**src/rtl/pulse_seq_pkg.sv**
```systemverilog
// pulse_seq_pkg: shared types and constants for the optical pulse sequencer.
//   ps_state_e   - sequencer state encoding
//   Def*         - default parameter values for pulse_seq
//   TmrW / CntW  - timer and pulse-counter widths
//   is_train()   - true for the states in which a train is in progress
//   ld_val()     - timer load value that yields an n-cycle state dwell
package pulse_seq_pkg;

  typedef enum logic [2:0] {
    StIdle    = 3'd0,
    StDelay   = 3'd1,
    StHigh    = 3'd2,
    StLow     = 3'd3,
    StDone    = 3'd4,
    StWaitRel = 3'd5
  } ps_state_e;

  localparam int unsigned DefDelay    = 1000;
  localparam int unsigned DefPulseW   = 50;
  localparam int unsigned DefPulseGap = 450;
  localparam int unsigned DefPulseNum = 8;

  localparam int unsigned TmrW = 32;
  localparam int unsigned CntW = 8;

  function automatic logic is_train(ps_state_e s);
    return (s == StDelay) || (s == StHigh) || (s == StLow);
  endfunction

  // The timer is checked for zero one cycle after each load, so an n-cycle
  // dwell needs n-1 loaded; n=0 is only legal for DELAY, which bypasses it.
  function automatic logic [TmrW-1:0] ld_val(int unsigned n);
    return (n == 0) ? '0 : TmrW'(n - 1);
  endfunction

endpackage

```
**src/rtl/pulse_seq_if.sv**
```systemverilog
// pulse_seq_if: start/status bundle of the pulse sequencer.
//   ps_start - generation-enable level (master -> slave)
//   ps_o     - optical pulse drive, high = LED on
//   ps_busy  - train in progress
//   ps_done  - one-cycle strobe, train completed
//   ps_abort - one-cycle strobe, train cut short
//   ps_cnt   - pulses emitted in the current/last train
// Modports: slave = sequencer side, master = start block / observer side.
interface pulse_seq_if;
  import pulse_seq_pkg::*;

  logic            ps_start;
  logic            ps_o;
  logic            ps_busy;
  logic            ps_done;
  logic            ps_abort;
  logic [CntW-1:0] ps_cnt;

  modport slave (
    input  ps_start,
    output ps_o,
    output ps_busy,
    output ps_done,
    output ps_abort,
    output ps_cnt
  );

  modport master (
    output ps_start,
    input  ps_o,
    input  ps_busy,
    input  ps_done,
    input  ps_abort,
    input  ps_cnt
  );

endinterface

```
**src/rtl/pulse_seq_tmr.sv**
```systemverilog
// pulse_seq_tmr: loadable 32-bit down-counter with zero flag.
//   ps_clk   - clock, rising edge
//   ps_rst   - asynchronous active-high reset, clears the count
//   load     - load load_val this cycle (wins over counting)
//   load_val - value to load
//   zero     - count is zero; counting stops there
module pulse_seq_tmr
  import pulse_seq_pkg::*;
(
  input  logic            ps_clk,
  input  logic            ps_rst,
  input  logic            load,
  input  logic [TmrW-1:0] load_val,
  output logic            zero
);

  localparam logic [TmrW-1:0] One = TmrW'(1);

  logic [TmrW-1:0] count_q;

  always_ff @(posedge ps_clk or posedge ps_rst) begin
    if (ps_rst) begin
      count_q <= '0;
    end else if (load) begin
      count_q <= load_val;
    end else if (count_q != '0) begin
      count_q <= count_q - One;
    end
  end

  assign zero = (count_q == '0);

endmodule

```
**src/rtl/pulse_seq.sv**
```systemverilog
// pulse_seq: optical pulse-train sequencer.
// On a rising edge of ps_start seen in IDLE, waits DELAY cycles, then emits
// PULSE_NUM pulses of PULSE_W high cycles separated by PULSE_GAP low cycles,
// strobes ps_done and waits for ps_start to be released. ps_start falling
// during a train aborts it (ps_abort strobe). All outputs are registered.
//   ps_clk - clock, rising edge
//   ps_rst - asynchronous active-high reset
//   bus    - pulse_seq_if.slave (ps_start in; ps_o/busy/done/abort/cnt out)
module pulse_seq
  import pulse_seq_pkg::*;
#(
  parameter int unsigned DELAY     = DefDelay,
  parameter int unsigned PULSE_W   = DefPulseW,
  parameter int unsigned PULSE_GAP = DefPulseGap,
  parameter int unsigned PULSE_NUM = DefPulseNum
) (
  input  logic        ps_clk,
  input  logic        ps_rst,
  pulse_seq_if.slave  bus
);

  localparam logic [TmrW-1:0] LdDelay = ld_val(DELAY);
  localparam logic [TmrW-1:0] LdHigh  = ld_val(PULSE_W);
  localparam logic [TmrW-1:0] LdGap   = ld_val(PULSE_GAP);
  localparam logic [CntW-1:0] NumCnt  = CntW'(PULSE_NUM);
  localparam logic [CntW-1:0] CntOne  = CntW'(1);

  ps_state_e       state_q, state_d;
  logic [CntW-1:0] cnt_q, cnt_d;
  logic            start_q, start_qq;
  logic            idle_prev_q;
  logic            o_q, busy_q, done_q, abort_q;
  logic            abort_d;
  logic            start_ev;
  logic            tmr_load;
  logic [TmrW-1:0] tmr_val;
  logic            tmr_zero;

  pulse_seq_tmr u_tmr (
    .ps_clk   (ps_clk),
    .ps_rst   (ps_rst),
    .load     (tmr_load),
    .load_val (tmr_val),
    .zero     (tmr_zero)
  );

  // start_q/start_qq reset high so a level held through reset is not a start.
  // idle_prev_q remembers whether the low sample preceding a rise was taken in
  // IDLE; a rise whose low phase aborted a train or released WAIT_REL is not a
  // fresh start.
  always_ff @(posedge ps_clk or posedge ps_rst) begin
    if (ps_rst) begin
      start_q     <= 1'b1;
      start_qq    <= 1'b1;
      idle_prev_q <= 1'b1;
    end else begin
      start_q     <= bus.ps_start;
      start_qq    <= start_q;
      idle_prev_q <= (state_q == StIdle);
    end
  end

  always_ff @(posedge ps_clk or posedge ps_rst) begin
    if (ps_rst) begin
      state_q <= StIdle;
      cnt_q   <= '0;
      o_q     <= 1'b0;
      busy_q  <= 1'b0;
      done_q  <= 1'b0;
      abort_q <= 1'b0;
    end else begin
      state_q <= state_d;
      cnt_q   <= cnt_d;
      o_q     <= (state_d == StHigh);
      busy_q  <= is_train(state_d);
      done_q  <= (state_d == StDone);
      abort_q <= abort_d;
    end
  end

  always_comb begin
    state_d  = state_q;
    cnt_d    = cnt_q;
    abort_d  = 1'b0;
    tmr_load = 1'b0;
    tmr_val  = '0;
    start_ev = start_q && !start_qq && idle_prev_q;

    // Abort is checked first so it wins over any timer expiry.
    if (is_train(state_q) && !start_q) begin
      state_d = StIdle;
      abort_d = 1'b1;
    end else begin
      unique case (state_q)
        StIdle: begin
          if (start_ev) begin
            tmr_load = 1'b1;
            if (DELAY == 0) begin
              state_d = StHigh;
              cnt_d   = CntOne;
              tmr_val = LdHigh;
            end else begin
              state_d = StDelay;
              cnt_d   = '0;
              tmr_val = LdDelay;
            end
          end
        end
        StDelay, StLow: begin
          if (tmr_zero) begin
            state_d  = StHigh;
            cnt_d    = cnt_q + CntOne;
            tmr_load = 1'b1;
            tmr_val  = LdHigh;
          end
        end
        StHigh: begin
          if (tmr_zero) begin
            if (cnt_q == NumCnt) begin
              state_d = StDone;
            end else begin
              state_d  = StLow;
              tmr_load = 1'b1;
              tmr_val  = LdGap;
            end
          end
        end
        StDone: begin
          state_d = StWaitRel;
        end
        StWaitRel: begin
          if (!start_q) begin
            state_d = StIdle;
          end
        end
        default: begin
          state_d = StIdle;
        end
      endcase
    end
  end

  assign bus.ps_o     = o_q;
  assign bus.ps_busy  = busy_q;
  assign bus.ps_done  = done_q;
  assign bus.ps_abort = abort_q;
  assign bus.ps_cnt   = cnt_q;

endmodule

```
**src/flat_wrapper.sv**
```systemverilog
// flat-port wrapper written by rule: the top's interface ports become plain ports
module pulse_seq_flat import pulse_seq_pkg::*;
#(
  parameter int unsigned DELAY     = DefDelay,
  parameter int unsigned PULSE_W   = DefPulseW,
  parameter int unsigned PULSE_GAP = DefPulseGap,
  parameter int unsigned PULSE_NUM = DefPulseNum
)
  (ps_clk, ps_rst, bus_ps_start, bus_ps_o, bus_ps_busy, bus_ps_done, bus_ps_abort, bus_ps_cnt);
  pulse_seq_if bus_i ();
  input  logic ps_clk;
  input  logic ps_rst;
  input wire logic [$bits(bus_i.ps_start)-1:0] bus_ps_start;
  output wire logic [$bits(bus_i.ps_o)-1:0] bus_ps_o;
  output wire logic [$bits(bus_i.ps_busy)-1:0] bus_ps_busy;
  output wire logic [$bits(bus_i.ps_done)-1:0] bus_ps_done;
  output wire logic [$bits(bus_i.ps_abort)-1:0] bus_ps_abort;
  output wire logic [$bits(bus_i.ps_cnt)-1:0] bus_ps_cnt;
  assign bus_i.ps_start = bus_ps_start;
  assign bus_ps_o = bus_i.ps_o;
  assign bus_ps_busy = bus_i.ps_busy;
  assign bus_ps_done = bus_i.ps_done;
  assign bus_ps_abort = bus_i.ps_abort;
  assign bus_ps_cnt = bus_i.ps_cnt;
  pulse_seq #(.DELAY(DELAY), .PULSE_W(PULSE_W), .PULSE_GAP(PULSE_GAP), .PULSE_NUM(PULSE_NUM)) u_core (.ps_clk(ps_clk), .ps_rst(ps_rst), .bus(bus_i));
endmodule
```
**config.mk**
```make
export PLATFORM = sky130hd
export DESIGN_NAME = pulse_seq_flat
export DESIGN_NICKNAME = d
export VERILOG_FILES = /design/src/rtl/pulse_seq_pkg.sv /design/src/rtl/pulse_seq_if.sv /design/src/rtl/pulse_seq_tmr.sv /design/src/rtl/pulse_seq.sv /design/src/flat_wrapper.sv
export SDC_FILE = /design/constraint.sdc
export NUM_CORES = 1
export LEC_CHECK = 0
export ABC_AREA = 1
export CORE_MARGIN = 2
export CORE_UTILIZATION = 25
export CTS_CLUSTER_SIZE = 16
export DETAILED_ROUTE_END_ITERATION = 6
export DONT_BUFFER_PORTS = 1
export PLACE_DENSITY = 0.34
export SETUP_SLACK_MARGIN = 0.4
export SLEW_MARGIN = 0
export SYNTH_ARGS = -nofsm -noshare
export SYNTH_HDL_FRONTEND = slang
export SYNTH_SLANG_ARGS = --single-unit
```
**constraint.sdc**
```tcl
create_clock -name ps_clk -period 2.6 [get_ports ps_clk]
set_input_delay 0.26 -clock ps_clk [delete_from_list [all_inputs] [get_ports ps_clk]]
set_output_delay 0.26 -clock ps_clk [all_outputs]
set_load 0.05 [all_outputs]
```
==> flow_summary.ini, run 1 <==
[global_route]
grt_max_degree = 40
grt_first_pass_wirelength_um = 14100
grt_pass1_vias = 2733
grt_use_total = 0.140
grt_overflow = 0
grt_antenna_before_repair = 0

[worst_setup_path]
critPathSlowestCell = dfrtp_1
crit_fanout = 4
r2r-start = u_core.u_tmr.count_q[0]$_DFFE_PP0P_
critPathKind = flip-flop to flip-flop
path_cells = inv_1, ha_1, inv_1, nor2_4, nand2_1, inv_1, nand2_1, nor2_2, nand2_1, nor2_1, nand2_1, nand2_1, nor2_1
cp_common_cell = nand2_1
critPathRequiredTime_ns = 2.78
startpoint_type = flip-flop
cp-startpoint = u_core.u_tmr.count_q[0]$_DFFE_PP0P_
endpoint_kind = flip-flop
crit_path_max_incr_delay_ns = 0.38
worst_ep_arrival_time_ns = 2.20

[routing]
drc_errors = 0
wl_per_cell_um = 14.8
drt_wl_total_um = 8180
vias = 2504
drtPass1Iterations = 4
viasPerCell = 4.52
drtAntennaViolNets = 0
drt_iter0_drc = 68

[place]
dpl.hpwl_um = 6220
place_area_sq_um = 3210
gp_congestion = 0.826
portBuffers = 0

[final_layout]
finalNetCount = 417
drive_above_1_share = 0.146
syn_to_final_growth_pct = 14.4
design_area_sq_um = 3420
antenna-diode-count = 0

[die]
io_pins = 15
die-width_um = 113
dieHeight_um = 113
die-area_sq_um = 12800
initial_core_util = 0.258
rows = 39
coreArea_sq_um = 11600

[sta]
slew_headroom = 0.415
fin_crit_ns = 2.02
finalHoldViolCount = 0
period_share = 0.775
fin_setup_tns_ns = 0
setup_viol = 0
grt_setup_unrepaired = false
fin_skew_ns = 0.0131
clock.fmax_mhz = 496
slew_violations = 0
worst_pin_slew_ns = 0.877

[clock_network]
cts_buffers = 5
tritoncts = yes
clockBufferDepth = 2
htreeDepth = 2
insertion_delay_ns = 0.30
clk_pin_slew_ns = 0.08
cts_sinks = 50
cts_root_buf = clkbuf_16

[logic_synthesis]
syn_area_per_cell_sq_um = 7.66
synth_seq_area_share = 0.420
synth-seq-cells = 50
synth_fp_nets = 397
synthCells = 390
yosysWarnings = 0
netlist_area_sq_um = 2990
netlist_top_cells_area = dfrtp_1, nand2_1, nor2_1
yosysTopAreaCellShare = 0.394
yosysUniqueCellTypes = 32
synth_top_area_cell = dfrtp_1

[pwr]
leakage_nw = 1.76
ir_worst_vdd_mv = 0.351
power_density_nw_per_um2 = 913

[flow_run]
maxCapViolations = 0

[min_path]
worst_hold_path_type = input pin to asynchronous set/reset pin

[status]
status = complete, no violations
## area by class of cell
cell class                 count  area (sq um)
fill                        1295          8150
multi-input combinational    285          1500
sequential                    50          1250
inverter                      50           191
tap                          143           179
timing repair buffer          18           150
clock buffer                   6           129
clock inverter                 2          15.0
## critical path, delay by kind of cell, from the launching register on
kind	cells	cell delay [ns]
adders and majority gates	1	0.20
DFF	1	0.38
buffers and inverters	3	0.38
and+or+nand+nor	9	0.94
## layer usage
| layer | GRT usage | vias to the layer above | wire [um] |
|---|---|---|---|
| met5 | 0 | - | 0 |
| met4 | 0.0374 | 0 | 143 |
| met3 | 0.0300 | 11 | 227 |
| met2 | 0.244 | 25 | 3990 |
| met1 | 0.175 | 1209 | 3810 |
| li1 | - | 1259 | - |
## cell usage in the layout, fill, tap and decap left out, types with 9 or more instances in the layout
cell | netlist | layout
nand3_1 | 25 | 25
nor2_1 | 80 | 79
xor2_1 | 21 | 21
inv_1 | 47 | 46
nand2_1 | 80 | 80
dfrtp_1 | 47 | 47
buf_4 | 0 | 16
nor3_1 | 12 | 11
xnor2_1 | 9 | 9
nand4_1 | 10 | 10
## registers in the layout (all words and copies together) (netlist names)
signal / count
u_core.u_tmr.count_q: 32
u_core.bus.ps_cnt: 8
u_core.state_q: 3
u_core.bus.ps_abort: 1
u_core.bus.ps_busy: 1
u_core.bus.ps_done: 1
u_core.bus.ps_o: 1
u_core.idle_prev_q: 1
u_core.start_q: 1
u_core.start_qq: 1
## stage by stage
| stage | hold slack [ns] | util | setup WS, ns | instances | power, mW |
|---|---|---|---|---|---|
| after floorplan | 0.264 | - | 0.688 | 390 | 2.14 |
| after global placement | 0.265 | 0.277 | 0.522 | 541 | 2.46 |
| after detailed placement | 0.265 | 0.277 | 0.548 | 541 | 2.45 |
| after CTS | 0.0708 | 0.291 | 0.544 | 550 | 3.14 |
| after global routing | 0.122 | 0.296 | 0.405 | 554 | 3.41 |
| final | 0.0257 | 0.296 | 0.584 | 554 | 3.12 |
## repair_timing
item	4_1_cts	5_1_grt
endpoints found under the setup margin	0	7
resized for setup	0	4
hold endpoints to repair	1	0
buffers inserted	0	4
hold buffers	1	0
## report_power, final
part           internal (mW)  switching, mW
Combinational          0.448          0.856
Sequential             0.953          0.197
Clock                  0.358          0.308
Total                   1.76           1.36
## cell families (layout without fill, tap and decap cells)
group | Yosys count | in the layout | share of synthesized area
XOR/XNOR | 30 | 30 | 0.0879
AND/OR/NAND/NOR | 226 | 226 | 0.335
adder cells (fa/ha/maj) | 4 | 4 | 0.0168
AO/OA/AOI/OAI | 25 | 25 | 0.0590
buffers and inverters | 55 | 76 | 0.0817
flip-flops | 50 | 50 | 0.420
## worst paths after layout
| check | slack, ns | cells past startpoint | end |
|---|---|---|---|
| setup / recovery | 0.58 | 13 | u_core.u_tmr.count_q[14]$_DFFE_PP0P_ |
| hold / removal | 0.03 | 1 | u_core.u_tmr.count_q[8]$_DFFE_PP0P_ |
| setup reg to reg | 0.58 | 13 | u_core.u_tmr.count_q[14]$_DFFE_PP0P_ |
| hold reg to reg | 0.39 | 0 | u_core.start_qq$_DFF_PP1_ |
| max in group asynchronous | 1.85 | 2 | u_core.u_tmr.count_q[3]$_DFFE_PP0P_ |
| min in group ps_clk | 0.39 | 0 | u_core.start_qq$_DFF_PP1_ |
## synth_stat cells, drive strengths merged
cell and count:
inv 48, nor3 13, or2 1, buf 5
and3b 1, dfstp 3, nand3b 1, and2 1
nand2 85, nand4 11, xnor2 9, o21ai 14
a21oi 10, ha 4, nor2 87, o211ai 1
nand3 26, xor2 21, dfrtp 47, clkinv 2
Note: power is estimated with default switching activity, not from simulation.
==> run 2: changes to the inputs <==
--- a/config.mk
+++ b/config.mk
@@ -11,7 +11,7 @@
 export CTS_CLUSTER_SIZE = 16
 export DETAILED_ROUTE_END_ITERATION = 6
 export DONT_BUFFER_PORTS = 1
-export PLACE_DENSITY = 0.34
+export PLACE_DENSITY = 0.36
 export SETUP_SLACK_MARGIN = 0.4
 export SLEW_MARGIN = 0
 export SYNTH_ARGS = -nofsm -noshare
==> constraint.sdc (replaced) <==
create_clock -name ps_clk -period 1.72 [get_ports ps_clk]
set_input_delay 0.172 -clock ps_clk [delete_from_list [all_inputs] [get_ports ps_clk]]
set_output_delay 0.172 -clock ps_clk [all_outputs]
set_load 0.05 [all_outputs]
==> flow_summary.ini, run 2 (synthesis results as in run 1) <==
[pwr]
power_density_nw_per_um2 = 1330
leakage_nw = 2.34
p_total_mw = 6.15
ir_worst_vdd_mv = 0.599

[global_route]
grt_use_total = 0.159
grt_pass1_vias = 2995
grt_overflow = 0
grt_max_degree = 29
grt_first_pass_wirelength_um = 15600
grt_antenna_before_repair = 0

[status]
status = finished, violations left
violations = negative setup slack

[final_layout]
finalNetCount = 511
largest_register_ffs = 32
top_register = u_core.u_tmr.count_q
n_fill_cell = 1197
layout_commonest_cell = buf_4
final_cell_mix = buf_4, nand2_1, nor2_1
stdcell_count = 648
drive_above_1_share = 0.473
syn_to_final_growth_pct = 54.9
antenna-diode-count = 0

[sta]
fin_skew_ns = 0.00733
fin_crit_ns = 1.83
clock.fmax_mhz = 547
setup_viol = 44
grt_setup_unrepaired = true
finalHoldViolCount = 0
worst_pin_slew_ns = 0.455
slew_headroom = 0.697
worst_slack_ns = -0.109
period_share = 1.06
slew_violations = 0

[routing]
drtAntennaViolNets = 0
wl_met3_um = 380
drt_iter0_drc = 113
vias = 2873
top_layer_used = met4
drt_wl_total_um = 9690
viasPerCell = 4.43
drtPass1Iterations = 4
wl_met1_um = 4540
drc_errors = 0
wl_per_cell_um = 14.9
dr_wl_met2_um = 4590

[worst_setup_path]
reg2reg_slack_ns = -0.11
reg2reg_to = u_core.bus.ps_busy$_DFF_PP0_
startpoint_type = flip-flop
worst_ep_arrival_time_ns = 2.03
rr_worst_depth = 11
r2r-start = u_core.u_tmr.count_q[20]$_DFFE_PP0P_
critPathKind = flip-flop to flip-flop
critPathRequiredTime_ns = 1.92
endpoint_kind = flip-flop
crit_fanout = 4

[place]
dp_slack_ns = -0.242
dp_cells = 615
portBuffers = 0
dpl.hpwl_um = 6890
gp_congestion = 0.795

[die]
die-area_sq_um = 12800
initial_core_util = 0.258
rows = 39
dieHeight_um = 113
coreArea_sq_um = 11600
die-width_um = 113
io_pins = 15

[min_path]
hp-start = bus_ps_start
hold_end = u_core.start_q$_DFF_PP1_
worst_hold_path_type = input pin to flip-flop
holdPathStages = 1

[clock_network]
clockBufferDepth = 2
cts_sinks = 50
insertion_delay_ns = 0.30
cts_buffers = 5
clk_pin_slew_ns = 0.07
htreeDepth = 2
tritoncts = yes
cts_root_buf = clkbuf_16

[flow_run]
maxCapViolations = 0
## run 2: cell count changes in the layout (fill, tap and decap cells not counted), moves of 5 or more
cell,before,now
nand3_1,25,20
dfrtp_2,0,5
buf_4,16,97
nor2_4,2,16
dfrtp_1,47,42
nor2_1,79,51
inv_2,2,9
buf_6,0,6
nand2_1,80,59
nor2_2,6,20
nand2_2,4,21
inv_1,46,38
## run 2: per-layer routing
metal	global-route usage	up-vias
met4	0.0480	0
met1	0.216	1359
met3	0.0359	13
met2	0.253	47
li1	-	1454
met5	0	-
## run 2: metrics by stage
stage	util	hold WS [ns]	area [sq um]	TNS, ns
after floorplan	-	0.176	3080	0
after global placement	0.335	0.157	3880	-6.52
after detailed placement	0.335	0.149	3880	-7.66
after CTS	0.376	0.392	4350	-2.35
after global routing	0.400	0.389	4630	-7.72
final	0.400	0.403	4630	-3.18
## run 2: area by class of cell
cell class | count | area (sq um) | area share
clock buffers | 5 | 125 | 0.0270
clock inverters | 3 | 23.8 | 0.00514
inverters | 50 | 205 | 0.0443
multi-input cells | 287 | 1920 | 0.415
flip-flops and latches | 50 | 1260 | 0.273
well taps | 143 | 179 | 0.0387
repair buffers | 109 | 898 | 0.194
repair inverters | 1 | 16.3 | 0.00352
## run 2: timing repair
item,CTS,global route
gates resized for setup,47,53
buffers inserted,13,6
setup endpoints to repair,46,47
gates cloned,2,2
pin swaps,24,23
hold buffers,2,0
hold endpoints to repair,48,0
## run 2: worst max-delay path, cell delays in order, from the launching register on
cell and delay (ns):
dfrtp_1 0.42, nor2_2 0.17, nand2_2 0.08, nor2_4 0.12, nand2_2 0.08, nor2_4 0.20
buf_6 0.13, buf_6 0.09, o21ai_2 0.05, o21ai_2 0.20, buf_4 0.14, a21oi_2 0.04
## run 2: worst max-delay path by stage
stage / from / end / slack, ns / depth (start not counted)
finish: u_core.u_tmr.count_q[20]$_DFFE_PP0P_ / u_core.bus.ps_busy$_DFF_PP0_ / -0.11 / 11
global route: u_core.u_tmr.count_q[20]$_DFFE_PP0P_ / u_core.u_tmr.count_q[21]$_DFFE_PP0P_ / -0.22 / 10
CTS: u_core.u_tmr.count_q[1]$_DFFE_PP0P_ / u_core.u_tmr.count_q[3]$_DFFE_PP0P_ / -0.08 / 12
detailed placement: u_core.u_tmr.count_q[18]$_DFFE_PP0P_ / u_core.u_tmr.count_q[21]$_DFFE_PP0P_ / -0.24 / 10
global placement: u_core.u_tmr.count_q[18]$_DFFE_PP0P_ / u_core.u_tmr.count_q[3]$_DFFE_PP0P_ / -0.20 / 10
floorplan: u_core.bus.ps_cnt[0]$_DFFE_PP0P_ / u_core.u_tmr.count_q[10]$_DFFE_PP0P_ / 0.02 / 10
## run 2: report_power, final
part	total (mW)	switching (mW)	internal [mW]
Sequential	1.71	0.262	1.44
Clock	1.03	0.489	0.545
Combinational	3.40	1.88	1.52
Total	6.15	2.63	3.51
